`src/rtl/pa_ifu_sram_ecc_ctrl.sv`:
```
// SECDED access controller for the IFU 512x39 single-port SRAM: zero-fill sweep
// after reset, Hamming encode on write, decode/correct on read, scrub write-back.
module pa_ifu_sram_ecc_ctrl #(
  parameter int ADDR_WIDTH = 9,
  parameter int DATA_WIDTH = 32,
  parameter int CODE_WIDTH = 39
) (
  input  logic                  forever_cpuclk,
  input  logic                  cpurst_b,
  input  logic                  req_vld,
  input  logic                  req_wen,
  input  logic [ADDR_WIDTH-1:0] req_addr,
  input  logic [DATA_WIDTH-1:0] req_wdata,
  output logic                  req_rdy,
  output logic                  rsp_vld,
  output logic [DATA_WIDTH-1:0] rsp_rdata,
  output logic                  rsp_serr,
  output logic                  rsp_derr,
  output logic                  init_done,
  output logic [ADDR_WIDTH-1:0] sram_a,
  output logic                  sram_cen,
  output logic                  sram_gwen,
  output logic [CODE_WIDTH-1:0] sram_wen,
  output logic [CODE_WIDTH-1:0] sram_d,
  input  logic [CODE_WIDTH-1:0] sram_q
);

  localparam int CHK_WIDTH = CODE_WIDTH - DATA_WIDTH - 1;

  typedef enum logic {ST_INIT, ST_RUN} state_e;

  // Hamming position of data bit idx: the idx-th non-power-of-two position from 3 up.
  function automatic logic [CHK_WIDTH-1:0] dpos(input int idx);
    int cnt;
    logic [CHK_WIDTH-1:0] r;
    cnt = 0;
    r   = '0;
    for (int p = 1; p < CODE_WIDTH; p++) begin
      if ((p & (p - 1)) != 0) begin
        if (cnt == idx) r = CHK_WIDTH'(p);
        cnt++;
      end
    end
    return r;
  endfunction

  function automatic logic [CHK_WIDTH-1:0] enc_chk(input logic [DATA_WIDTH-1:0] d);
    logic [CHK_WIDTH-1:0] c;
    c = '0;
    for (int i = 0; i < DATA_WIDTH; i++) begin
      if (d[i]) c = c ^ dpos(i);
    end
    return c;
  endfunction

  function automatic logic [CODE_WIDTH-1:0] encode(input logic [DATA_WIDTH-1:0] d);
    logic [CHK_WIDTH-1:0] c;
    c = enc_chk(d);
    return {^{c, d}, c, d};
  endfunction

  state_e                  state_q, state_d;
  logic [ADDR_WIDTH-1:0]   cnt_q, cnt_d;
  logic                    init_done_q, init_done_d;
  logic                    rd_vld_q, rd_vld_d;
  logic [ADDR_WIDTH-1:0]   rd_addr_q, rd_addr_d;
  logic                    scrub_pending_q, scrub_pending_d;
  logic [ADDR_WIDTH-1:0]   scrub_addr_q, scrub_addr_d;
  logic [CODE_WIDTH-1:0]   scrub_cw_q, scrub_cw_d;
  logic                    rsp_vld_q, rsp_vld_d;
  logic [DATA_WIDTH-1:0]   rsp_rdata_q, rsp_rdata_d;
  logic                    rsp_serr_q, rsp_serr_d;
  logic                    rsp_derr_q, rsp_derr_d;

  logic [CHK_WIDTH-1:0]    syn;
  logic                    pe;
  logic [DATA_WIDTH-1:0]   flip;
  logic [DATA_WIDTH-1:0]   dec_data;
  logic                    req_acc;
  logic                    wr_hit;

  assign syn      = enc_chk(sram_q[DATA_WIDTH-1:0]) ^ sram_q[CODE_WIDTH-2:DATA_WIDTH];
  assign pe       = ^sram_q;
  assign dec_data = sram_q[DATA_WIDTH-1:0] ^ flip;

  // Only data positions are corrected; a flipped check or parity bit leaves data intact.
  for (genvar gi = 0; gi < DATA_WIDTH; gi++) begin : g_flip
    assign flip[gi] = pe & (syn == dpos(gi));
  end

  assign req_rdy  = init_done_q & ~scrub_pending_q;
  assign req_acc  = req_vld & req_rdy;
  assign wr_hit   = req_acc & req_wen & (req_addr == rd_addr_q);
  assign sram_wen = '0;

  assign rsp_vld   = rsp_vld_q;
  assign rsp_rdata = rsp_rdata_q;
  assign rsp_serr  = rsp_serr_q;
  assign rsp_derr  = rsp_derr_q;
  assign init_done = init_done_q;

  always_comb begin
    state_d         = state_q;
    cnt_d           = cnt_q;
    init_done_d     = init_done_q;
    rd_vld_d        = 1'b0;
    rd_addr_d       = rd_addr_q;
    scrub_pending_d = 1'b0;
    scrub_addr_d    = scrub_addr_q;
    scrub_cw_d      = scrub_cw_q;
    rsp_vld_d       = rd_vld_q;
    rsp_rdata_d     = rsp_rdata_q;
    rsp_serr_d      = 1'b0;
    rsp_derr_d      = 1'b0;
    sram_cen        = 1'b1;
    sram_gwen       = 1'b1;
    sram_a          = '0;
    sram_d          = '0;

    if (state_q == ST_INIT) begin
      sram_cen  = 1'b0;
      sram_gwen = 1'b0;
      sram_a    = cnt_q;
      cnt_d     = cnt_q + 1'b1;
      if (cnt_q == '1) begin
        state_d     = ST_RUN;
        init_done_d = 1'b1;
      end
    end else if (scrub_pending_q) begin
      sram_cen  = 1'b0;
      sram_gwen = 1'b0;
      sram_a    = scrub_addr_q;
      sram_d    = scrub_cw_q;
    end else if (req_acc) begin
      sram_cen  = 1'b0;
      sram_gwen = ~req_wen;
      sram_a    = req_addr;
      sram_d    = req_wen ? encode(req_wdata) : '0;
      rd_vld_d  = ~req_wen;
      rd_addr_d = req_addr;
    end

    if (rd_vld_q) begin
      rsp_rdata_d = dec_data;
      rsp_serr_d  = pe;
      rsp_derr_d  = ~pe & (syn != '0);
      // A write to the same address in this cycle supersedes the scrub.
      if (pe && !wr_hit) begin
        scrub_pending_d = 1'b1;
        scrub_addr_d    = rd_addr_q;
        scrub_cw_d      = encode(dec_data);
      end
    end

    if (!cpurst_b) begin
      sram_cen  = 1'b1;
      sram_gwen = 1'b1;
      sram_a    = '0;
      sram_d    = '0;
    end
  end

  always_ff @(posedge forever_cpuclk or negedge cpurst_b) begin
    if (!cpurst_b) begin
      state_q         <= ST_INIT;
      cnt_q           <= '0;
      init_done_q     <= 1'b0;
      rd_vld_q        <= 1'b0;
      rd_addr_q       <= '0;
      scrub_pending_q <= 1'b0;
      scrub_addr_q    <= '0;
      scrub_cw_q      <= '0;
      rsp_vld_q       <= 1'b0;
      rsp_rdata_q     <= '0;
      rsp_serr_q      <= 1'b0;
      rsp_derr_q      <= 1'b0;
    end else begin
      state_q         <= state_d;
      cnt_q           <= cnt_d;
      init_done_q     <= init_done_d;
      rd_vld_q        <= rd_vld_d;
      rd_addr_q       <= rd_addr_d;
      scrub_pending_q <= scrub_pending_d;
      scrub_addr_q    <= scrub_addr_d;
      scrub_cw_q      <= scrub_cw_d;
      rsp_vld_q       <= rsp_vld_d;
      rsp_rdata_q     <= rsp_rdata_d;
      rsp_serr_q      <= rsp_serr_d;
      rsp_derr_q      <= rsp_derr_d;
    end
  end

endmodule

```
`config.mk`:
```
export PLATFORM = sky130hd
export DESIGN_NAME = pa_ifu_sram_ecc_ctrl
export DESIGN_NICKNAME = d
export VERILOG_FILES = /design/src/rtl/pa_ifu_sram_ecc_ctrl.sv
export SDC_FILE = /design/constraint.sdc
export NUM_CORES = 1
export LEC_CHECK = 0
export CAP_MARGIN = 20
export CELL_PAD_IN_SITES_DETAIL_PLACEMENT = 0
export CELL_PAD_IN_SITES_GLOBAL_PLACEMENT = 1
export CORE_MARGIN = 2
export CORE_UTILIZATION = 30
export DETAILED_ROUTE_END_ITERATION = 8
export DONT_BUFFER_PORTS = 1
export PLACE_DENSITY = 0.59
export REMOVE_ABC_BUFFERS = 1
export SYNTH_ARGS = -nofsm -noshare
export SYNTH_HDL_FRONTEND = slang
export SYNTH_SLANG_ARGS = --single-unit
```
`constraint.sdc`:
```
create_clock -name forever_cpuclk -period 3.03 [get_ports forever_cpuclk]
set_clock_uncertainty 0.2 [all_clocks]
set_input_delay 0.7575 -clock forever_cpuclk [delete_from_list [all_inputs] [get_ports forever_cpuclk]]
set_output_delay 0.7575 -clock forever_cpuclk [all_outputs]
set_load 0.02 [all_outputs]
```
==> key figures <==
Synthesis
  – EDFF count, synth: 0
  – Synth cell types: 47
  – Number of synthesized register bits: 105
  – Ys flop type: dfrtp_1
  – Syn Inst Count: 826
  – Asr flop ratio synth: 100.0%
  – YS warnings: 0
  – Syn_area_per_cell: 9.217 sq um
  – Post-Syn Area: 7614 sq um
  – Sequential fraction of the synthesis area: 34.51%

Placed design
  – HPWL Detailed: 19.38 mm
  – RePlAce Congestion: 0.8655
  – Pre-CTS WS: -1.869 ns
  – Port Buffer Count: 0

GRT
  – Vias in the first global route: 6124
  – Gr ovfl total: 0
  – Pin count of the biggest net entering global routing: 118
  – All-Layer GR Usage: 19.32%
  – First-pass GRT wire length: 37.98 mm
  – Initial antenna violation count: 0

Floorplanning
  – Num rows: 58
  – Initial cell density of the core: 30.41%
  – Core ar.: 25040 sq um
  – Die W: 163.3 microns
  – Die ar.: 26670 sq um
  – Die H: 163.3 microns
  – # IOs: 210

Critical path
  – Kind of end point of the critical path: register
  – WP data required: 3.08 ns
  – CP startpoint kind: input port
  – Crit-path max FO: 5
  – Kind of critical path: in2reg
  – Critical Path AT: 4.51 ns

Clocking
  – Worst-skew pair later-pin latency: 0.36 ns
  – Root Buffer Master: clkbuf_16
  – Max Root-Sink Buffers: 2
  – TritonCTS Buffers: 9
  – Clock Pin Slew Worst Setup and Hold Paths: 0.08 ns
  – Clock Sinks: 105
  – H-tree Lvls: 3
  – CTS tree: yes

Detailed routing
  – Via count: 6333
  – Vias per cell: 4.719
  – Routed len/inst: 19.68 microns
  – Final ANT Viol Nets: 0
  – Wirelength, routed: 26.41 mm
  – 1st-pass router iterations: 5
  – # DRC: 0
  – Starting DRT DRC Count: 336

STA
  – Max Fclk: 224.3 MHz
  – Hold Vio Cnt, Final: 105
  – RSZ-0062 raised after global routing: yes
  – Worst Tran Pin Value: 0.8170 ns
  – Final setup violating endpoints: 61
  – Period Utilization, post-route: 147.2%
  – Worst hold slack: -0.1200 ns
  – Fin. max-slew vios: 0
  – Tmin final: 4.459 ns
  – Final setup margin: -1.429 ns
  – Slew Limit Headroom: 45.53%

Final layout
  – Ant diodes: 0
  – Layout cell share with drive strength beyond 1: 42.69%
  – Nets: 1094
  – Area grow syn2layout: 48.96%

Power and ir drop
  – Leakage: 0.005011 uW
  – PwrDens: 771.7 nW/um^2
  – Worst vdd ir: 0.0005132 V

Worst hold path
  – Type of the most critical hold path: in2async

Outcome
  – Status: finished with violations
  – Violated checks: hold timing, setup timing

Job
  – Maxcap violations: 0
-- layer usage --
layer  vias to the layer above  GRT usage [%]  wire length [microns]
li1                       3005              -                      -
met1                      3101          25.67                  11380
met2                       194          30.97                  12810
met3                        33          4.622                   1677
met4                         0          6.315                    546
met5                         -              0                      0
-- worst max-delay path: stages --
cell and delay [ns]:
xnor3_1 0.37, xor2_1 0.17, xnor3_2 0.32, buf_6 0.13, xor3_2 0.42, nor3_2 0.14
buf_4 0.18, buf_4 0.12, buf_4 0.11, nand3_2 0.07, xor2_1 0.14, buf_4 0.16
xnor2_4 0.14, xnor2_2 0.17, xnor3_1 0.44, xnor3_1 0.39, mux2_4 0.26
-- final cells by class --
cell class	count	area, sq um
Multi-Input combinational cell	674	6062
Clock buffer	9	225.2
Sequential cell	105	2630
Timing Repair Buffer	212	1898
Fill cell	2396	13700
Tap cell	330	412.9
Clock inverter	6	90.09
Inverter	6	22.52
-- cell usage in the layout (no fill, tap or decap), types with 3 or more instances in the layout --
master       n
nand2b_1     4
buf_4      158
a22oi_1     35
buf_12       7
xnor3_2      5
xor2_1      35
nor2_1      75
a21oi_2     20
o21ai_2      8
xnor2_4     15
nand2_2     11
xor2_4      11
xnor2_2     49
nor2_4      10
xnor3_1     16
xor2_2       9
nand2b_4     3
nor2_2       4
nand3_2      7
buf_6       41
a21boi_0     9
clkbuf_16   12
and3_1       9
inv_1        3
o21ai_1     27
nand2_4      5
a22oi_2      4
mux2_2       6
nand2_1     95
nand3_1      6
conb_1      39
nor3_4      15
a21oi_1     19
xnor2_1     87
dfrtp_1    103
-- cell families (layout without fill, tap and decap cells) --
| logic type | after synthesis | in the layout | synth area share, % |
|---|---|---|---|
| AND/OR/NAND/NOR | 268 | 268 | 15.40 |
| XOR/XNOR | 229 | 229 | 32.11 |
| AO/OA/AOI/OAI | 129 | 129 | 10.25 |
| flip-flops | 105 | 105 | 34.51 |
| buffers and inverters | 85 | 233 | 6.261 |
| multiplexers | 7 | 7 | 1.085 |
| adder cells (fa/ha/maj) | 2 | 2 | 0.3286 |
| other | 1 | 39 | 0.04925 |
-- cell usage after synthesis, types with 2 or more instances --
cell type    n  share of area (%)
nand2b_1     7               0.58
inv_1        5               0.25
nand3_1     14               0.92
xnor3_1     18                5.3
xor3_1       2               0.62
nor2_1      89                4.4
xnor2_2     11                2.4
nand4_1      2               0.16
and2_1       4               0.33
o21ai_0     37                2.4
nor3_1      13               0.85
and3_1      10               0.82
clkbuf_1    36                1.8
a22oi_1     39                3.8
buf_2        3               0.20
xor2_2       2               0.43
xnor2_1    139                 16
mux2_2       6               0.89
a21oi_1     39                2.6
buf_4       39                3.8
xor2_1      53                6.1
dfrtp_1    105                 35
xnor3_2      3               0.94
ha_1         2               0.33
nor3_2       4               0.53
nor2b_1      4               0.33
or2_2        2               0.16
nand2_1    111                5.5
a21boi_0     9               0.89
-- flip-flops by register name (all words and copies together), names as in the netlist --
name             cells
scrub_cw_q          39
rsp_rdata           32
cnt_q                9
rd_addr_q            9
scrub_addr_q         9
init_done            1
rd_vld_q             1
rsp_derr             1
rsp_serr             1
rsp_vld              1
scrub_pending_q      1
state_q              1
-- power breakdown --
group / leakage (uW) / total [uW] / switching [uW] / internal [uW]
registers: 0.00129 / 1400 / 0 / 1400
logic: 0.00357 / 6030 / 2800 / 3240
clock network: 0.000152 / 1320 / 593 / 726
total: 0.00501 / 8750 / 3390 / 5360
-- repair_timing --
action                                 4_1_cts  5_1_grt
pin swaps                                   74       91
endpoints found under the hold margin      105      105
gates cloned                                 1        4
setup endpoints to repair                   80       90
buffers inserted                            28       17
gates resized for setup                    139      181
-- through the flow --
step / util [%] / total power [uW] / cell area, sq um / instances / setup TNS, ns
finish: 45.30 / 8752 / 11340 / 1342 / -14.43
global route: 45.30 / 9137 / 11340 / 1342 / -20.44
CTS: 41.29 / 7577 / 10340 / 1333 / -15.19
detailed placement: 36.56 / 5273 / 9153 / 1297 / -51.99
global placement: 36.56 / 5271 / 9153 / 1297 / -49.04
floorplan: - / 3775 / 7302 / 785 / -319.57
-- path summary, 6_finish.rpt --
| kind | startpoint | endpoint | slack [ns] | depth (start not counted) |
|---|---|---|---|---|
| max | sram_q[32] | scrub_cw_q[38] | -1.43 | 17 |
| max reg2reg | scrub_pending_q | scrub_cw_q[6] | 0.33 | 7 |
| max in group asynchronous | cpurst_b | rd_vld_q | 2.46 | 0 |
| min | cpurst_b | rsp_rdata[21] | -0.12 | 0 |
| min in group forever_cpuclk | req_wen | rd_vld_q | 0.26 | 1 |
| min reg2reg | scrub_addr_q[6] | scrub_addr_q[6] | 0.28 | 2 |
No activity file was read; power rests on OpenSTA's default activity.
